### config.mk
export PLATFORM = sky130hd
export DESIGN_NAME = usbh_nes_joypad_port
export DESIGN_NICKNAME = d
export VERILOG_FILES = /design/src/rtl/usbh_nes_joypad_port.sv
export SDC_FILE = /design/constraint.sdc
export NUM_CORES = 1
export LEC_CHECK = 0
export BUFFER_PORTS_ARGS = -buffer_cell sky130_fd_sc_hd__clkbuf_2
export CORE_MARGIN = 2
export CORE_UTILIZATION = 55
export CTS_CLUSTER_SIZE = 40
export DETAILED_ROUTE_END_ITERATION = 12
export GPL_TIMING_DRIVEN = 1
export PLACE_DENSITY = 0.76
export SLEW_MARGIN = 20
export SYNTH_ARGS = -nofsm -noshare
export SYNTH_HDL_FRONTEND = slang
export SYNTH_SLANG_ARGS = --single-unit
### constraint.sdc
create_clock -name i_clk -period 1.7 [get_ports i_clk]
set_input_delay 0.17 -clock i_clk [delete_from_list [all_inputs] [get_ports i_clk]]
set_output_delay 0.17 -clock i_clk [all_outputs]
set_load 0.02 [all_outputs]
### src/rtl/usbh_nes_joypad_port.sv
// NES controller port emulation: 4021-style strobe/shift register fed by a
// USB-decoded button snapshot, with a link-loss watchdog that releases all buttons.
module usbh_nes_joypad_port #(
  parameter int c_clk_hz     = 6000000,
  parameter int c_timeout_ms = 100
) (
  input  logic       i_clk,
  input  logic       i_rst,
  input  logic [7:0] i_btn,
  input  logic       i_btn_valid,
  input  logic       i_strobe,
  input  logic       i_read,
  output logic       o_data,
  output logic [7:0] o_btn,
  output logic       o_stale
);

  localparam int c_timeout_cycles = c_clk_hz / 1000 * c_timeout_ms;
  localparam int c_count_w        = $clog2(c_timeout_cycles + 1);
  localparam logic [c_count_w-1:0] c_count_max  = c_count_w'(c_timeout_cycles);
  localparam logic [c_count_w-1:0] c_count_last = c_count_w'(c_timeout_cycles - 1);

  logic [7:0]           btn_reg;
  logic [7:0]           shift_reg;
  logic [c_count_w-1:0] count_reg;
  logic                 stale_reg;

  // Snapshot and watchdog: a fresh report always wins over the expiry clear.
  always_ff @(posedge i_clk) begin
    if (i_rst) begin
      btn_reg   <= 8'h00;
      count_reg <= '0;
      stale_reg <= 1'b1;
    end else if (i_btn_valid) begin
      btn_reg   <= i_btn;
      count_reg <= '0;
      stale_reg <= 1'b0;
    end else begin
      if (count_reg != c_count_max) begin
        count_reg <= count_reg + 1'b1;
      end
      if (count_reg == c_count_last) begin
        btn_reg   <= 8'h00;
        stale_reg <= 1'b1;
      end
    end
  end

  // Shift register only looks at the snapshot while strobed, so snapshot
  // updates during a read sequence never disturb the bits being shifted out.
  always_ff @(posedge i_clk) begin
    if (i_rst) begin
      shift_reg <= 8'h00;
    end else if (i_strobe) begin
      shift_reg <= btn_reg;
    end else if (i_read) begin
      shift_reg <= {1'b1, shift_reg[7:1]};
    end
  end

  // While strobed the real 4021 passes the A button straight through.
  assign o_data  = i_strobe ? btn_reg[0] : shift_reg[0];
  assign o_btn   = btn_reg;
  assign o_stale = stale_reg;

endmodule

; ---- Word-level counts from Yosys, hierarchy flattened
; Index checks and enable logic that the tools add are counted.
[classes]
addsub = 1
eq_ne = 2
muxes = 7
reduce_logical = 3
[op_table]
columns = cell, n
row1 = 8-bit two-way mux, 4
row2 = 20-bit by 1-bit adder with 20-bit output (second input constant), 1
row3 = 20-bit == test (second input constant), 1
row4 = 20-bit inequality test (second input constant), 1
row5 = 2-bit nonzero test, 2
row6 = 1-bit two-way mux, 3
row7 = 2-bit OR reduction, 1
[word_totals]
regBits = 37
output_inout_bits = 10

; ---- Longest topological paths before layout
; Gate-level depths: netlist (run 1).
[logic_depth]
word_depth = 3
mapped_depth = 5
ltp_nobuf = 5

; ---- Worst setup path after synthesis (run 1)
; No wires, ideal clock.
[synth_path]
path_kind = reg-to-reg
startpoint = register count_reg[0]
endpoint = register stale_reg (netlist: o_stale)
setup_time_ns = 0.122
t_arrival_ns = 1.393
t_required_ns = 1.578
setup_slack_ns = 0.185
stages_incl_launch_ff = 6
cell_sequence = dfxtp_1 ha_1 and4_1 nand2_1 nor2_1 a221o_1
[synth_via]
elab_chain_cells = 2
[synth_rtl]
columns = item, line_no
row1 = from (decl), 25  ; logic [c_count_w-1:0] count_reg;
row2 = from (signal assigned), 40  ; count_reg <= count_reg + 1'b1;
row3 = 20-bit == test, 42  ; if (count_reg == c_count_last) begin
row4 = 2-bit nonzero test (no line), --
row5 = to (signal assigned), 33  ; stale_reg <= 1'b1;
row6 = to (signal assigned), 37  ; stale_reg <= 1'b0;
row7 = to (signal assigned), 44  ; stale_reg <= 1'b1;
row8 = to (decl), 26  ; logic stale_reg;
; No other way between the ends.
; A chain may end at the register's enable or synchronous reset.

; ---- Worst setup path after layout (run 1)
[layout_path]
startpoint = register count_reg[2]
endpoint = register count_reg[1]
[layout_via]
elab_chain_cells = 1
[layout_rtl]
columns = item, line_no
row1 = 20-bit inequality test, 39  ; if (count_reg != c_count_max) begin
; No other way between the ends.

==> flow_summary.toml, run 1 <==
[outcome]
status = "complete, no violations"

[setup_path]
path_buf_inv = 0
critPathCaptureType = "register"
path_cells = "or4_1 -> nor3_4 -> mux2i_1"
cpLargestDelayFamily = "simple AND/OR/NAND/NOR gates"
cp_max_fo = 8
crit_arrival_ns = 1.87
cp-start-kind = "register"
critical_path.max_stage_delay_ns = 0.60
cp.required_ns = 1.97
crit_type = "reg -> reg"
crit_slowest_cell = "or4_1"

[synth]
yosys.area.top_type = "dfxtp_1"
synthesis.nets = 223
syn_avg_cell_area_sq_um = 8.49
synthTopCellsByArea = "dfxtp_1 42%, nor2_1 7.0%, mux2i_1 5.7%, nand3_1 4.3%, nand2_1 3.8%"
synth_warnings = 0
yosysTopAreaCellShare_pct = 42.0
ys_seq_area_share_pct = 42.0
synth.cell_area_sq_um = 1770
syn_inst = 208
synth-seq-cells = 37
synth_cell_type_count = 42

[power_and_ir_drop]
power_density_nw_per_um2 = 884
power.total_w = 0.00185
p_clk_share_pct = 40.7
leakage_nw = 0.834
p_int_w = 0.00142
p_sw_share_pct = 23.2
p_sw_w = 0.000429
peakVddDrop_v = 0.000597
seq_power_share_pct = 50.0
power_frac_comb_pct = 9.3

[routing]
wl_met1_um = 1890
drc = 0
dr_total_vias = 1621
postRouteAntennaNets = 0
drtIter0Drc = 100
viasPerCell = 5.69
wl_um = 4030
wl_met3_um = 185
topRoutingLayerUsed = "met4"
wl_per_cell_um = 14.1
wl_met2_um = 1900
first_pass_iters = 4

[cts]
cts.sinks = 37
htreeDepth = 2
cts_made_buffers = 5
clock_path_buffers = 2
clk_pin_slew_ns = 0.11
hold_buffers = 0
cts_tree = "yes"
cts_root_buffer = "clkbuf_4"
worstSkewPairLatency_ns = 0.35

[sta]
holdWs_ns = 0.0908
fmax_mhz = 623
final_max_slew_viol_count = 0
setup_violations = 0
worst_pin_slew_ns = 0.318
setup_slack_ns = 0.0948
hold_viol = 0
max-slew-margin-rel_pct = 78.6
skew_ns = 0.0153
post-route-min-period_ns = 1.61
fin_crit_sh_pct = 94.4

[floorplan]
start_util_pct = 57.8
row_count = 20
dieArea_sq_um = 3680
pin_count = 23
coreArea_sq_um = 3050
die_y_um = 60.7
fp.dieW_um = 60.7

[grt]
grt_pass1_vias = 1509
antenna_found_initial = 0
grt_pass1_wl_um = 6700
grt_max_degree = 18
overflow = 0
grtUsageTotal_pct = 24.5

[final_layout]
utilization_pct = 68.6
final_layout_size_suffix_gt1_share_pct = 20.3
n_antenna_cell = 0
final_common_cell = "dfxtp_1"
mostFrequentLayoutCells = "36 x dfxtp_1, 33 x nor2_1, 22 x clkbuf_2, 18 x nand2_1, 15 x nand3_1"
syn_to_final_growth_pct = 18.7
final_cell_count_no_fill = 285
largest_reg_flops = 20
fin_nets = 255
nFillCells = 278

[hold_path]
hold_path.class = "in -> reg"

[place]
pre_cts_ws_ns = 0.0619
port_buffers = 22
dp_hpwl_um = 2960
gp_congestion = 0.797
dp_cells = 277

[run]
max_cap_viol_count = 0
==> final timing paths <==
path                        end  cells past startpoint          start  slack (ns)
setup / recovery   count_reg[1]                      3   count_reg[2]        0.09
hold / removal         o_btn[7]                      3       i_btn[7]        0.09
setup reg to reg   count_reg[1]                      3   count_reg[2]        0.09
hold reg to reg   count_reg[19]                      2  count_reg[19]        0.49
==> final cells by class <==
type | count | area, sq um | share of cell area (%)
well taps | 44 | 55.1 | 2.63
flip-flops and latches | 37 | 742 | 35.4
clock buffers | 5 | 37.5 | 1.79
repair buffers | 34 | 200 | 9.55
multi-input cells | 156 | 973 | 46.4
inverters | 6 | 22.5 | 1.07
clock inverters | 3 | 65.1 | 3.10
==> stage by stage <==
stage | instance area [sq um] | setup TNS [ns]
after global placement | 1990 | 0
after global routing | 2100 | -0.00361
after CTS | 2090 | 0
after floorplan | 1770 | 0
final | 2100 | 0
after detailed placement | 1990 | 0
==> power by group through the flow <==
stage / clock, W / sequential [W] / combinational, W
2_1_floorplan: 0 / 0.000961 / 0.0000886
3_5_place_dp: 0 / 0.000945 / 0.000172
6_report: 0.000754 / 0.000925 / 0.000173
3_3_place_gp: 0 / 0.000942 / 0.000165
4_1_cts: 0.000760 / 0.000925 / 0.000172
5_1_grt: 0.000811 / 0.000931 / 0.000190
==> synth_stat cells <==
library cell	instances
a31o_2	2
a221o_1	1
and3_1	1
o21ai_0	2
and4_1	4
a32oi_1	1
xnor2_1	6
nand2_1	18
nor4b_1	1
nor4_1	1
buf_2	1
or3_1	2
nor3_2	1
or4_1	1
a21oi_1	10
clkbuf_1	8
mux2_2	1
nand2b_1	7
nor2_1	33
inv_1	4
dfxtp_1	37
nand3_1	15
xor2_1	5
o211ai_1	1
ha_1	2
a211oi_1	1
nor4bb_1	1
nor3_1	7
nand4_1	5
mux2i_1	10
or2b_1	1
o41ai_1	1
and4b_1	1
nor3b_2	1
clkinv_1	2
a31oi_1	1
nand4_2	1
o221ai_1	7
o22ai_1	1
nand3b_1	1
a21o_1	1
a41o_1	1
==> repair_timing <==
action,in CTS,in global routing
resized for setup,0,2
endpoints found under the setup margin,0,3
setup buffers,0,0
==> layer usage <==
layer | vias to the layer above | track usage (%)
met5 | - | 0
met4 | 0 | 10.6
met3 | 5 | 4.05
met2 | 44 | 38.2
met1 | 758 | 33.4
li1 | 814 | -
==> worst register-to-register path, cell delays in order, from the launching register on <==
cell	delay (ns)
dfxtp_1	0.39
or4_1	0.60
nor3_4	0.32
mux2i_1	0.23
==> kinds of logic (layout without fill, tap and decap cells) <==
family          Yosys count  after routing  share of synthesized area [%]
flops                    37             37                           42.0
fa+ha+maj                 2              2                           1.42
buf+inv                  15             48                           3.26
simple gates            102            102                           29.6
compound gates           30             30                           12.0
xor+xnor                 11             11                           5.46
mux                      11             11                           6.31
Power figures use the tool's default switching activity.
==> inputs of run 2 (changes only) <==
--- a/config.mk
+++ b/config.mk
@@ -11,7 +11,7 @@
 export CTS_CLUSTER_SIZE = 40
 export DETAILED_ROUTE_END_ITERATION = 12
 export GPL_TIMING_DRIVEN = 1
-export PLACE_DENSITY = 0.76
+export PLACE_DENSITY = 0.79
 export SLEW_MARGIN = 20
 export SYNTH_ARGS = -nofsm -noshare
 export SYNTH_HDL_FRONTEND = slang
==> run 2 against run 1 <==
Effect of this change: flip-flop and latch count did not move; final area fell by 0.84%; register-to-register slack barely moved; sequential power barely moved; worst setup slack got worse by 0.0084 ns; clock power barely moved; via count fell by 0.49%; largest cell class unchanged; sequential share of layout area rose by 0.36 points; first-iteration DRC count fell by 12%; maximum frequency fell by 0.52%.
==> flow_summary.toml, run 2 (same netlist as run 1, synthesis figures left out) <==
[floorplan]
coreArea_sq_um = 3050
start_util_pct = 57.8
row_count = 20
dieArea_sq_um = 3680
die_y_um = 60.7
pin_count = 23
fp.dieW_um = 60.7

[final_layout]
mostFrequentLayoutCells = "35 x dfxtp_1, 33 x nor2_1, 22 x clkbuf_2, 17 x nand2_1, 15 x nand3_1"
largest_reg_flops = 20
final_common_cell = "dfxtp_1"
utilization_pct = 68.1
final_layout_size_suffix_gt1_share_pct = 20.5
n_antenna_cell = 0
syn_to_final_growth_pct = 17.7
fin_nets = 253
final_cell_area_sq_um = 2080

[cts]
cts_setup_buffers = 0
htreeDepth = 2
hold_buffers = 0
cts_made_buffers = 5
clock_path_buffers = 2
cts_tree = "yes"
cts.sinks = 37
clk_pin_slew_ns = 0.11
worstSkewPairLatency_ns = 0.35
cts_root_buffer = "clkbuf_4"

[routing]
dr_total_vias = 1613
wl_um = 3860
viasPerCell = 5.70
wl_per_cell_um = 13.6
drtIter0Drc = 88
postRouteAntennaNets = 0
drc = 0
first_pass_iters = 4

[sta]
skew_ns = 0.00373
hold_viol = 0
setup_violations = 0
finalSetupTns_ns = 0
fmax_mhz = 620
fin_crit_sh_pct = 94.9
max-slew-margin-rel_pct = 78.8
post-route-min-period_ns = 1.61
worst_pin_slew_ns = 0.315
holdWs_ns = 0.0770
rsz0062_at_grt = "no"
final_max_slew_viol_count = 0

[grt]
overflow = 0
grtUsageTotal_pct = 23.7
grt_max_degree = 20
grt_pass1_vias = 1377
grt_pass1_wl_um = 6280
antenna_found_initial = 0

[setup_path]
cp.required_ns = 1.99
rr_endpoint = "count_reg[19]"
reg2regPathDepth = 4
critPathCaptureType = "register"
r2r_slack_ns = 0.09
crit_type = "reg -> reg"
crit_arrival_ns = 1.91
worstReg2RegStart = "count_reg[0]"
cp-start-kind = "register"
cp_max_fo = 5

[place]
port_buffers = 22
gp_congestion = 0.840
placed_cell_area_sq_um = 1970
dp_hpwl_um = 2650

[power_and_ir_drop]
power.total_w = 0.00185
leakage_nw = 0.828
peakVddDrop_v = 0.000734
power_density_nw_per_um2 = 889

[hold_path]
min_path_cells = 3
min-delay-start = "i_btn[7]"
hold_path.class = "in -> reg"
min_to = "o_btn[7]"

[outcome]
status = "complete, no violations"

[run]
max_cap_viol_count = 0
[run 2: final cells by class]
cell class                 instances  area, sq um
inverter                           6         22.5
multi-input combinational        156          970
sequential                        37          743
timing repair buffer              32          185
fill                             271          975
clock buffer                       5         37.5
tap                               44         55.1
clock inverter                     3         65.1
[run 2: worst max-delay path: stages, from the launching register on]
cell,delay [ns]
dfxtp_1,0.44
nand4_2,0.19
or3_1,0.43
or3_1,0.36
a21oi_1,0.14
[run 2: routing by layer]
metal	part of all wire (%)	global-route usage (%)	up-vias
met5	0	0	-
met4	1.4	8.07	0
met3	3.5	8.32	6
met2	45	34.1	24
met1	50	33.2	769
li1	-	-	814
[run 2: per-stage QoR]
stage	std cells	setup WS [ns]
2_1_floorplan	208	0.185
6_report	283	0.0864
3_5_place_dp	275	0.0855
4_1_cts	283	0.0445
5_1_grt	283	0.0114
3_3_place_gp	275	0.145
[run 2: where the power goes]
part | leakage (nW) | switching (W) | internal (W)
clock | 0.0552 | 0.000299 | 0.000455
combinational | 0.470 | 0.000102 | 0.0000671
sequential | 0.303 | 0.0000260 | 0.000899
total | 0.828 | 0.000426 | 0.00142
[run 2: worst max path at each step]
stage | startpoint | to | slack, ns | depth (start not counted)
finish | count_reg[0] | count_reg[19] | 0.09 | 4
CTS | count_reg[0] | o_stale | 0.04 | 5
detailed placement | count_reg[0] | o_stale | 0.09 | 5
global route | count_reg[0] | count_reg[19] | 0.01 | 4
global placement | count_reg[0] | o_stale | 0.14 | 5
floorplan | count_reg[0] | o_stale | 0.19 | 5
[run 2: timing repair]
action	CTS	global route
resized for setup	0	3
setup endpoints to repair	0	3
endpoints found under the hold margin	0	0
